`src/rtl/remote_access_bridge.sv`:
```
// remote_access_bridge
// Near-side consumer of the remote-access command/response channel. Commands
// arrive as single-cycle strobes from the UART remote decoder and are executed
// one at a time on a request/grant memory bus with byte enables. Read data goes
// back to the decoder as one single-cycle response pulse per word.
//
// Build option: define REMOTE_ACCESS_WR_ACK_EN to make every write answer with
// one response pulse carrying 32'h0000_0001 after its grant. Without the macro
// writes are silent.
//
// dbg_state exposes the FSM state (0 IDLE, 1 REQ, 2 RWAIT, 3 ACK) for checkers.

module remote_access_bridge #(
    parameter int CNT_W = 16
) (
    input  logic        clk,
    input  logic        rstn,
    input  logic        cmd_wr_word,
    input  logic        cmd_wr_halfword,
    input  logic        cmd_wr_byte,
    input  logic        cmd_rd_word,
    input  logic        cmd_rd_numwords,
    input  logic [31:0] cmd_addr,
    input  logic [31:0] cmd_data,
    input  logic        cmd_valid,
    output logic [31:0] rsp_data,
    output logic        rsp_valid,
    output logic        mem_req,
    output logic        mem_we,
    output logic [3:0]  mem_be,
    output logic [31:0] mem_addr,
    output logic [31:0] mem_wdata,
    input  logic        mem_gnt,
    input  logic        mem_rvalid,
    input  logic [31:0] mem_rdata,
    output logic        busy,
    output logic        err_overrun,
    output logic [1:0]  dbg_state
);

    // Handshake rules, all sampled on the rising edge of clk:
    //  - cmd_valid is a one-cycle strobe; it is accepted only in IDLE. Seen in
    //    any other state it is dropped and err_overrun latches high.
    //  - mem_req stays high with mem_we/mem_be/mem_addr/mem_wdata frozen until
    //    the cycle mem_gnt is high; that cycle is the transfer.
    //  - After a read grant exactly one mem_rvalid is expected, in any later
    //    cycle; mem_rvalid in any other state is ignored.
    //  - rsp_valid is a one-cycle strobe with no back-pressure.

    typedef enum logic [1:0] {
        ST_IDLE  = 2'd0,
        ST_REQ   = 2'd1,
        ST_RWAIT = 2'd2,
        ST_ACK   = 2'd3
    } state_e;

    state_e state_q, state_d;

    // Captured command and running burst position
    logic [31:0]      addr_q, addr_d;
    logic [31:0]      wdata_q, wdata_d;
    logic [3:0]       be_q, be_d;
    logic             we_q, we_d;
    logic [CNT_W-1:0] cnt_q, cnt_d;

    // Response and error registers
    logic [31:0]      rsp_data_q, rsp_data_d;
    logic             rsp_valid_q, rsp_valid_d;
    logic             err_q, err_d;

    // Decoded view of the incoming command
    logic             any_cmd;
    logic             accept;
    logic             overrun;
    logic             rd_empty;
    logic             dec_we;
    logic [3:0]       dec_be;
    logic [31:0]      dec_wdata;
    logic [CNT_W-1:0] dec_cnt;

    // Command decode with fixed priority wr_word > wr_halfword > wr_byte > rd_word > rd_numwords
    always_comb begin
        any_cmd   = cmd_wr_word | cmd_wr_halfword | cmd_wr_byte
                  | cmd_rd_word | cmd_rd_numwords;
        dec_we    = 1'b0;
        dec_be    = 4'b1111;
        dec_wdata = cmd_data;
        dec_cnt   = '0;
        if (cmd_wr_word) begin
            dec_we = 1'b1;
        end else if (cmd_wr_halfword) begin
            dec_we    = 1'b1;
            dec_wdata = {2{cmd_data[15:0]}};
            dec_be    = cmd_addr[1] ? 4'b1100 : 4'b0011;
        end else if (cmd_wr_byte) begin
            dec_we    = 1'b1;
            dec_wdata = {4{cmd_data[7:0]}};
            dec_be    = 4'b0001 << cmd_addr[1:0];
        end else if (cmd_rd_word) begin
            dec_cnt = CNT_W'(1);
        end else begin
            dec_cnt = cmd_data[CNT_W-1:0];
        end
    end

    assign accept   = cmd_valid && any_cmd && (state_q == ST_IDLE);
    assign overrun  = cmd_valid && (state_q != ST_IDLE);
    // A multi-word read of zero words spends one cycle in REQ without a request
    assign rd_empty = !we_q && (cnt_q == '0);

    // State register
    always_ff @(posedge clk or negedge rstn) begin
        if (!rstn) begin
            state_q <= ST_IDLE;
        end else begin
            state_q <= state_d;
        end
    end

    // Next-state logic
    always_comb begin
        state_d = state_q;
        case (state_q)
            ST_IDLE: begin
                if (accept) begin
                    state_d = ST_REQ;
                end
            end
            ST_REQ: begin
                if (rd_empty) begin
                    state_d = ST_IDLE;
                end else if (mem_gnt) begin
                    if (!we_q) begin
                        state_d = ST_RWAIT;
                    end else begin
`ifdef REMOTE_ACCESS_WR_ACK_EN
                        state_d = ST_ACK;
`else
                        state_d = ST_IDLE;
`endif
                    end
                end
            end
            ST_RWAIT: begin
                if (mem_rvalid) begin
                    state_d = (cnt_q > CNT_W'(1)) ? ST_REQ : ST_IDLE;
                end
            end
            ST_ACK: begin
                state_d = ST_IDLE;
            end
            default: begin
                state_d = ST_IDLE;
            end
        endcase
    end

    // Output logic: bus attributes come straight from the captured command
    always_comb begin
        mem_req   = 1'b0;
        mem_we    = we_q;
        mem_be    = be_q;
        mem_addr  = {addr_q[31:2], 2'b00};
        mem_wdata = wdata_q;
        busy      = (state_q != ST_IDLE);
        rsp_valid = rsp_valid_q;
        rsp_data  = rsp_data_q;
        case (state_q)
            ST_REQ: begin
                mem_req = !rd_empty;
            end
            ST_ACK: begin
                rsp_valid = 1'b1;
                rsp_data  = 32'h0000_0001;
            end
            default: begin
                mem_req = 1'b0;
            end
        endcase
        dbg_state   = state_q;
        err_overrun = err_q;
    end

    // Datapath next values: capture on accept, advance the burst on each read beat
    always_comb begin
        addr_d      = addr_q;
        wdata_d     = wdata_q;
        be_d        = be_q;
        we_d        = we_q;
        cnt_d       = cnt_q;
        rsp_data_d  = rsp_data_q;
        rsp_valid_d = 1'b0;
        err_d       = err_q;

        if (accept) begin
            addr_d  = cmd_addr;
            wdata_d = dec_wdata;
            be_d    = dec_be;
            we_d    = dec_we;
            cnt_d   = dec_cnt;
        end

        if (overrun) begin
            err_d = 1'b1;
        end

        if ((state_q == ST_RWAIT) && mem_rvalid) begin
            rsp_data_d  = mem_rdata;
            rsp_valid_d = 1'b1;
            if (cnt_q > CNT_W'(1)) begin
                cnt_d  = cnt_q - CNT_W'(1);
                // 32-bit wrap is intended: 0xFFFFFFFC is followed by 0x00000000
                addr_d = addr_q + 32'd4;
            end
        end
    end

    // Datapath registers; reset also discards any read beat still in flight
    always_ff @(posedge clk or negedge rstn) begin
        if (!rstn) begin
            addr_q      <= '0;
            wdata_q     <= '0;
            be_q        <= '0;
            we_q        <= 1'b0;
            cnt_q       <= '0;
            rsp_data_q  <= '0;
            rsp_valid_q <= 1'b0;
            err_q       <= 1'b0;
        end else begin
            addr_q      <= addr_d;
            wdata_q     <= wdata_d;
            be_q        <= be_d;
            we_q        <= we_d;
            cnt_q       <= cnt_d;
            rsp_data_q  <= rsp_data_d;
            rsp_valid_q <= rsp_valid_d;
            err_q       <= err_d;
        end
    end

endmodule
```
`config.mk`:
```
export PLATFORM = sky130hd
export DESIGN_NAME = remote_access_bridge
export DESIGN_NICKNAME = d
export VERILOG_FILES = /design/src/rtl/remote_access_bridge.sv
export SDC_FILE = /design/constraint.sdc
export NUM_CORES = 1
export LEC_CHECK = 0
export ABC_AREA = 1
export CAP_MARGIN = 10
export CORE_ASPECT_RATIO = 0.5
export CORE_MARGIN = 3
export CORE_UTILIZATION = 35
export CTS_CLUSTER_SIZE = 12
export DETAILED_ROUTE_END_ITERATION = 10
export PLACE_DENSITY = 0.6
export SYNTH_ARGS = -nofsm -noshare
export SYNTH_HDL_FRONTEND = slang
export SYNTH_SLANG_ARGS = --single-unit
export TNS_END_PERCENT = 10
```
`constraint.sdc`:
```
create_clock -name clk -period 4.75 [get_ports clk]
set_input_delay 1.1875 -clock clk [delete_from_list [all_inputs] [get_ports clk]]
set_output_delay 1.1875 -clock clk [all_outputs]
set_load 0.01 [all_outputs]
```
# Word level (Yosys, flattened, before mapping)
# Cells that the tools add are included.
# W data, S select, Z words.
[totals]
latchBits = 0
mem_bits_ro = 0
reg_bits = 121
out_inout_bits = 107
wordCells = 65
ramBits = 0
memories = 0
[classes]
n_div = 0
shift = 1
n_reduce_logical = 11
multipliers = 0
n_eq_ne = 6
n_mux = 31
magnitude_cmp = 1
add_sub_neg = 2
bitwise_logic = 4
[op_table]
columns = ["op", "n"]
rows = [
  ["$mux W32", 7],
  ["$mux W16", 7],
  ["$add A32 B3 Y32 const B", 1],
  ["$gt A16 B1 Y1 const B", 1],
  ["$logic_not A16 Y1", 1],
  ["$mux W4", 4],
  ["$sub A16 B1 Y16 const B", 1],
  ["$mux W2", 5],
  ["$pmux W2 S4", 1],
  ["$mux W1", 7],
  ["$logic_and A1 B1 Y1", 5],
  ["$eq A2 B2 Y1 const B", 2],
  ["$ne A2 B2 Y1 const B", 2],
  ["$or A1 B1 Y1", 4],
  ["$shl A1 B2 Y4 const A", 1],
  ["$ne A3 B3 Y1 const B", 1],
  ["$reduce_and A3 Y1", 1],
  ["$eq A2 B1 Y1 const B", 1],
  ["$logic_not A1 Y1", 2],
  ["$logic_not A2 Y1", 1],
  ["$reduce_bool A2 Y1", 1],
]

# Depth between registers and ports, before layout
# Gate-level depths: netlist of the first run.
[logic_depth]
ltp_word = 9
mapped_depth = 13
mapped_depth_nobuf = 12

# Worst setup path after synthesis of the first run
# No wires, ideal clock.
[synth_timing]
kind = "reg2out"
start = "reg cnt_q[0]"
end = "out mem_req"
path_buffers = 0
slack_ns = 2.403
t_arrival_ns = 1.160
stages_incl_launch_ff = 8
path_cell_list = "dfrtp_1 inv_1 ha_1 nand2_1 nor2_2 nand3_1 nand2_1 inv_1"
[synth_via]
elab_chain_len = 4
[synth_lines]
columns = ["item", "line", "text"]
rows = [
  ["start: declaration", "64", "logic [CNT_W-1:0] cnt_q, cnt_d;"],
  ["start signal: assignment", "234", "cnt_q <= cnt_d;"],
  ["$logic_not A16 Y1", "109", "assign rd_empty = !we_q && (cnt_q == '0);"],
  ["$logic_and A1 B1 Y1", "109", ""],
  ["$logic_not A1 Y1", "170", "mem_req = !rd_empty;"],
  ["$mux W1", "168", "case (state_q)"],
  ["end: declaration", "28", "output logic mem_req,"],
]
# Every way passes these cells.

# Final worst setup path of the first run
[layout_timing]
start = "reg state_q[1], in the netlist dbg_state[1]"
end = "out rsp_valid"
[layout_via]
elab_chain_len = 2
[layout_lines]
columns = ["item", "line", "text"]
rows = [
  ["start: declaration", "57", "state_e state_q, state_d;"],
  ["start signal: assignment", "116", "state_q <= state_d;"],
  ["$eq A2 B2 Y1", "168", ""],
  ["$mux W1", "168", ""],
  ["end: declaration", "27", "output logic rsp_valid,"],
]
# Every way passes these cells.

==> results of run 1 <==
-- power by group through the flow --
stage / logic (uW) / clock network [uW] / registers (uW)
finish: 3090 / 1330 / 1940
detailed placement: 3100 / 0 / 1950
global route: 3450 / 1400 / 2020
global placement: 3070 / 0 / 1940
CTS: 3110 / 1350 / 1940
floorplan: 1650 / 0 / 1960
-- cell families (layout without fill, tap and decap cells) --
| logic type | count (synthesis) | in the layout |
|---|---|---|
| buffers and inverters | 152 | 355 |
| adders and majority gates | 3 | 3 |
| xor gates and xnor gates | 16 | 16 |
| AOI/OAI and AO/OA | 136 | 136 |
| and+or+nand+nor | 571 | 571 |
| other | 1 | 2 |
| DFF | 119 | 119 |
-- per-layer routing --
layer / vias up / global-route usage [%] / part of all wire [%]
li1: 3496 / - / -
met1: 3283 / 29.4 / 48
met2: 201 / 32.5 / 45
met3: 19 / 5.00 / 6.1
met4: 0 / 5.26 / 0.98
met5: - / 0 / 0
-- layout make-up --
cell class,count,area (um^2)
fillers,1845,9180
multi-input cells,728,3300
flip-flops and latches,119,2980
repair buffers,214,2140
clock buffers,22,464
inverters,110,413
well taps,259,324
clock inverters,9,125
-- state kept, by name, summed over array words and instances, names as in the netlist --
name,flops
dbg_state,2
cnt_q,16
mem_be,4
mem_we,1
addr_q,30
err_overrun,1
mem_wdata,32
rsp_data_q,32
rsp_valid_q,1
-- Yosys cell counts --
| cell type | number |
|---|---|
| nand2_2 | 1 |
| nand3_2 | 2 |
| a31oi_1 | 6 |
| inv_2 | 4 |
| a21oi_1 | 16 |
| nor3_1 | 5 |
| o211ai_1 | 12 |
| o21ai_0 | 83 |
| nand3_4 | 1 |
| nor2_4 | 2 |
| nand2_4 | 1 |
| or2_2 | 1 |
| a21boi_0 | 3 |
| o21ai_1 | 8 |
| nor2_8 | 1 |
| o21ai_2 | 1 |
| clkbuf_1 | 6 |
| nor3_2 | 3 |
| ha_1 | 3 |
| conb_1 | 1 |
| buf_2 | 22 |
| nand3b_1 | 8 |
| o211ai_2 | 1 |
| nor2b_1 | 1 |
| xor2_1 | 10 |
| inv_1 | 106 |
| buf_6 | 6 |
| buf_4 | 8 |
| xnor2_1 | 6 |
| o31ai_1 | 1 |
| nand4_1 | 9 |
| nor2_2 | 4 |
| o21bai_1 | 1 |
| dfrtp_1 | 119 |
| nand3_1 | 41 |
| nand2_1 | 327 |
| o21a_1 | 3 |
| nor2_1 | 164 |
| a21o_1 | 1 |
-- critical path, cell delays in order (launching register included) --
cell and delay (ps):
dfrtp_1 460, nand2_1 130, inv_1 730, or2_2 240, clkdlybuf4s50_1 540
-- through the flow --
stage / instances / hold WS, ps
after global routing: 1461 / 509
after floorplan: 999 / 493
after detailed placement: 1430 / 448
after CTS: 1461 / 464
after global placement: 1430 / 440
final: 1461 / 463
-- worst min-delay path by stage --
stage                startpoint  cells after the start           to  slack (ps)
floorplan           err_overrun                      1  err_overrun         490
global placement    err_overrun                      1  err_overrun         440
detailed placement  err_overrun                      1  err_overrun         450
CTS                 err_overrun                      1  err_overrun         460
global route        err_overrun                      1  err_overrun         510
finish              err_overrun                      1  err_overrun         460
==> results.yml, run 1 <==
critical_path:
  cp-endpoint: "rsp_valid"
  end_kind: "output pin"
  critPathMaxFanout: 32
  rr_startpoint: "cnt_q[1]"
  critPathRequiredTime_ps: 3560
  r2r_slack_ps: 2180
  crit_type: "flop to output pin"
  reg2reg_depth: 12
  cp.arrival_ps: 2510
  crit_path_start_kind: "flop"
  critPathLaunch: "dbg_state[1]"
  worst_r2r_endpoint: "addr_q[22]"
final_layout:
  antenna_cells: 0
  finalNetCount: 1299
  mostFrequentLayoutCells: "nand2_1, clkdlybuf4s50_1, nor2_1"
  final_common_cell: "nand2_1"
  drive_gt1_share_pct: 4.58
  design_area_mm2: 0.00974
  fin_util_pct: 51.5
  area.growth.synth_to_final_pct: 40.4
routing:
  first_pass_iters: 5
  drc: 0
  drt_iter0_markers: 464
  vias_per_cell: 4.79
  routedWlPerCell_um: 15.2
  ant_nets: 0
  wl_um: 22200
  vias: 6999
sta:
  tns_ps: 0
  rsz0062_at_grt: "false"
  worst_slack_ps: 1050
  hold_viol: 0
  fmax_mhz: 270
  post-route-period-util_pct: 77.8
  finalClockSkew_ps: 6.35
  tightestPinTransition_ps: 978
  slew_headroom_pct: 34.7
  fin_crit_ps: 3700
  setup-violations-final: 0
  drv_slew: 0
clock_network:
  cts_sinks: 119
  tritoncts: "done"
  holdBufCountCts: 0
  postCtsSetupBuffers: 0
  clockBufferDepth: 2
  cts_max_level: 4
  cts-root-buf: "clkbuf_16"
  cts.clk_slew.worst_paths_ps: 60
  cts_made_buffers: 17
  clkLatencyLatePin_ps: 420
  cts-resized-gates: 0
power:
  p_switching_uw: 2550
  p_per_area_mw_per_mm2: 653
  combPwrFrac_pct: 48.6
  p_seq_share_pct: 30.5
  power_switching_share_pct: 40.1
  internal-power_uw: 3810
  power.share.clock_pct: 20.9
  total_leakage_power_uw: 0.00453
  total_power_uw: 6360
  irDropWorstVdd_mv: 0.282
logic_synthesis:
  synth.area.top_cells: "dfrtp_1, nand2_1, nor2_1"
  yosysTopAreaCellShare_pct: 42.9
  yosys.area.top_type: "dfrtp_1"
  synth_mux_area_share_pct: 0
  ys_seq_area_share_pct: 42.9
  avgSynthCellArea_um2: 6.95
  synth.distinct_cells: 39
  synth_warnings: 0
  ys_ff_latch: 119
  synthAdderAreaFrac_pct: 0.541
  synth_area_mm2: 0.00694
  synth_compound_area_share_pct: 10.8
  syn_inst: 998
  synth_xor_area_share_pct: 2.02
  synthSimpleGateAreaFrac_pct: 33.9
  synth_top_family_by_area: "simple AND/OR/NAND/NOR gates"
placed_design:
  dp.final_hpwl_um: 16300
  port_buffers: 210
  finalWeightedCongestion: 0.896
  preCtsSetupSlack_ps: 944
  placedInstanceArea_mm2: 0.00915
run_status:
  outcome: "finished, final reports clean"
global_routing:
  grt_max_degree: 66
  track_usage_pct: 20.9
  overflow: 0
  antenna_found_initial: 0
  grt_pass1_vias: 6693
  grt_pass1_wl_um: 36100
die:
  fp.dieArea_mm2: 0.0217
  die_w_um: 205
  ios: 213
  rows: 35
  core_mm2: 0.0189
  start_util_pct: 36.7
  die_h_um: 106
hold_path:
  hp-class: "flop to flop"
run:
  maxCapViolCount: 0
Note: power is estimated with default switching activity, not from simulation.
==> run 2: changes to the inputs <==
--- a/config.mk
+++ b/config.mk
@@ -12,7 +12,7 @@
 export CORE_UTILIZATION = 35
 export CTS_CLUSTER_SIZE = 12
 export DETAILED_ROUTE_END_ITERATION = 10
-export PLACE_DENSITY = 0.6
+export PLACE_DENSITY = 0.62
 export SYNTH_ARGS = -nofsm -noshare
 export SYNTH_HDL_FRONTEND = slang
 export SYNTH_SLANG_ARGS = --single-unit
==> constraint.sdc (replaced) <==
create_clock -name clk -period 3.3 [get_ports clk]
set_input_delay 0.825 -clock clk [delete_from_list [all_inputs] [get_ports clk]]
set_output_delay 0.825 -clock clk [all_outputs]
set_load 0.01 [all_outputs]
==> run 2 against run 1 <==
- count of clock-buffer cells in the layout did not move
- register-to-register slack got worse by 1100 ps
- total power rose by 46%
- first-iteration DRC count rose by 0.43%
==> results.yml, run 2 (same netlist as run 1, synthesis figures left out) <==
run_status:
  outcome: "finished, final reports clean"
global_routing:
  track_usage_pct: 20.9
  antenna_found_initial: 0
  grt_pass1_wl_um: 35900
  grt_max_degree: 108
  grt_pass1_vias: 6709
  overflow: 0
power:
  total_leakage_power_uw: 0.00459
  power_switching_share_pct: 39.6
  internal-power_uw: 5600
  combPwrFrac_pct: 48.4
  p_switching_uw: 3670
  p_per_area_mw_per_mm2: 943
  irDropWorstVdd_mv: 0.455
  p_seq_share_pct: 30.2
  power.share.clock_pct: 21.4
sta:
  post-route-period-util_pct: 93.0
  fmax_mhz: 326
  finalClockSkew_ps: 10.6
  drv_slew: 0
  rsz0062_at_grt: "false"
  slew_headroom_pct: 56.0
  fin_crit_ps: 3070
  hold_viol: 0
  tns_ps: 0
  setup-violations-final: 0
  tightestPinTransition_ps: 660
critical_path:
  r2r_slack_ps: 1050
  slowest_stage: "clkdlybuf4s50_1"
  worst-path-buf-inv: 3
  rr_startpoint: "cnt_q[0]"
  end_kind: "output pin"
  cp_top_family: "buffers and inverters"
  worst_r2r_endpoint: "cnt_q[12]"
  crit_path_start_kind: "flop"
  cp.arrival_ps: 2240
  cp_cell_sequence: "inv_1 > ha_1 > nand2_1 > nor2_2 > nand3_1 > nand2_1 > inv_1 > clkdlybuf4s50_1"
  critPathRequiredTime_ps: 2470
  reg2reg_depth: 12
  critPathMaxStageDelay_ps: 480
  critPathMaxFanout: 5
  crit_type: "flop to output pin"
die:
  rows: 35
  core_mm2: 0.0189
  ios: 213
  die_w_um: 205
  fp.dieArea_mm2: 0.0217
  start_util_pct: 36.7
  die_h_um: 106
clock_network:
  clkLatencyLatePin_ps: 410
  postCtsSetupBuffers: 0
  cts-root-buf: "clkbuf_16"
  cts_sinks: 119
  cts_made_buffers: 17
  tritoncts: "done"
  cts.clk_slew.worst_paths_ps: 50
  clockBufferDepth: 2
  holdBufCountCts: 0
  cts_max_level: 4
  cts-resized-gates: 0
final_layout:
  finalNetCount: 1304
  final_common_cell: "nand2_1"
  nFillCells: 1848
  mostFrequentLayoutCells: "nand2_1, clkdlybuf4s50_1, nor2_1"
  drive_gt1_share_pct: 5.05
  area.growth.synth_to_final_pct: 41.6
  fin_util_pct: 51.9
  antenna_cells: 0
run:
  maxCapViolCount: 0
routing:
  vias: 6943
  vias_per_cell: 4.74
  drt_iter0_markers: 466
  routedWlPerCell_um: 15.3
  drc: 0
  first_pass_iters: 5
  wl_um: 22400
  ant_nets: 0
placed_design:
  finalWeightedCongestion: 0.897
  dp.final_hpwl_um: 16300
  port_buffers: 210
hold_path:
  hp-class: "primary input to async pin"
[run 2: cell count changes in the layout (fill, tap and decap cells not counted)]
cell and delta:
clkinvlp_4 -1, clkbuf_1 -1, buf_4 +4, clkbuf_8 +1, bufinv_16 +1, buf_12 +1
[run 2: final cells by class]
type | count | area [um^2] | area share, %
clock buffer | 22 | 474 | 4.83
clock inverter | 9 | 148 | 1.50
inverter | 110 | 413 | 4.20
multi-input combinational | 728 | 3300 | 33.6
sequential | 119 | 2980 | 30.3
tap | 259 | 324 | 3.30
timing repair buffer | 219 | 2190 | 22.3
[run 2: how the worst max path moves through the flow]
stage                     start  slack, ps             to  cells after the start
floorplan              cnt_q[0]       1320        mem_req                      7
detailed placement  cmd_wr_word        360     addr_q[14]                      8
global route           cnt_q[0]         80        mem_req                      8
global placement    cmd_wr_word        470  mem_wdata[12]                      8
CTS                    cnt_q[0]        210        mem_req                      8
finish                 cnt_q[0]        230        mem_req                      8
[run 2: per-stage QoR]
| step | worst slack [ps] | power (uW) | hold WS [ps] | cell area [um^2] | std cells |
|---|---|---|---|---|---|
| after detailed placement | 364 | 7300 | 447 | 9200 | 1435 |
| after CTS | 205 | 9350 | 448 | 9830 | 1466 |
| after global routing | 79.0 | 10000 | 471 | 9830 | 1466 |
| final | 232 | 9270 | 432 | 9830 | 1466 |
| after floorplan | 1320 | 5200 | 493 | 6940 | 999 |
| after global placement | 468 | 7240 | 439 | 9200 | 1435 |
[run 2: power by group through the flow]
stage | Combinational, uW | Clock, uW | Sequential, uW
final | 4490 | 1980 | 2800
after global placement | 4450 | 0 | 2790
after floorplan | 2370 | 0 | 2820
after CTS | 4530 | 2030 | 2790
after global routing | 5030 | 2080 | 2890
after detailed placement | 4500 | 0 | 2810
[run 2: routing by layer]
metal | track usage (%) | vias to the layer above | wire (um)
met1 | 29.3 | 3197 | 10500
met2 | 31.9 | 221 | 10000
met4 | 5.36 | 0 | 196
li1 | - | 3508 | -
met3 | 5.46 | 17 | 1730
met5 | 0 | - | 0
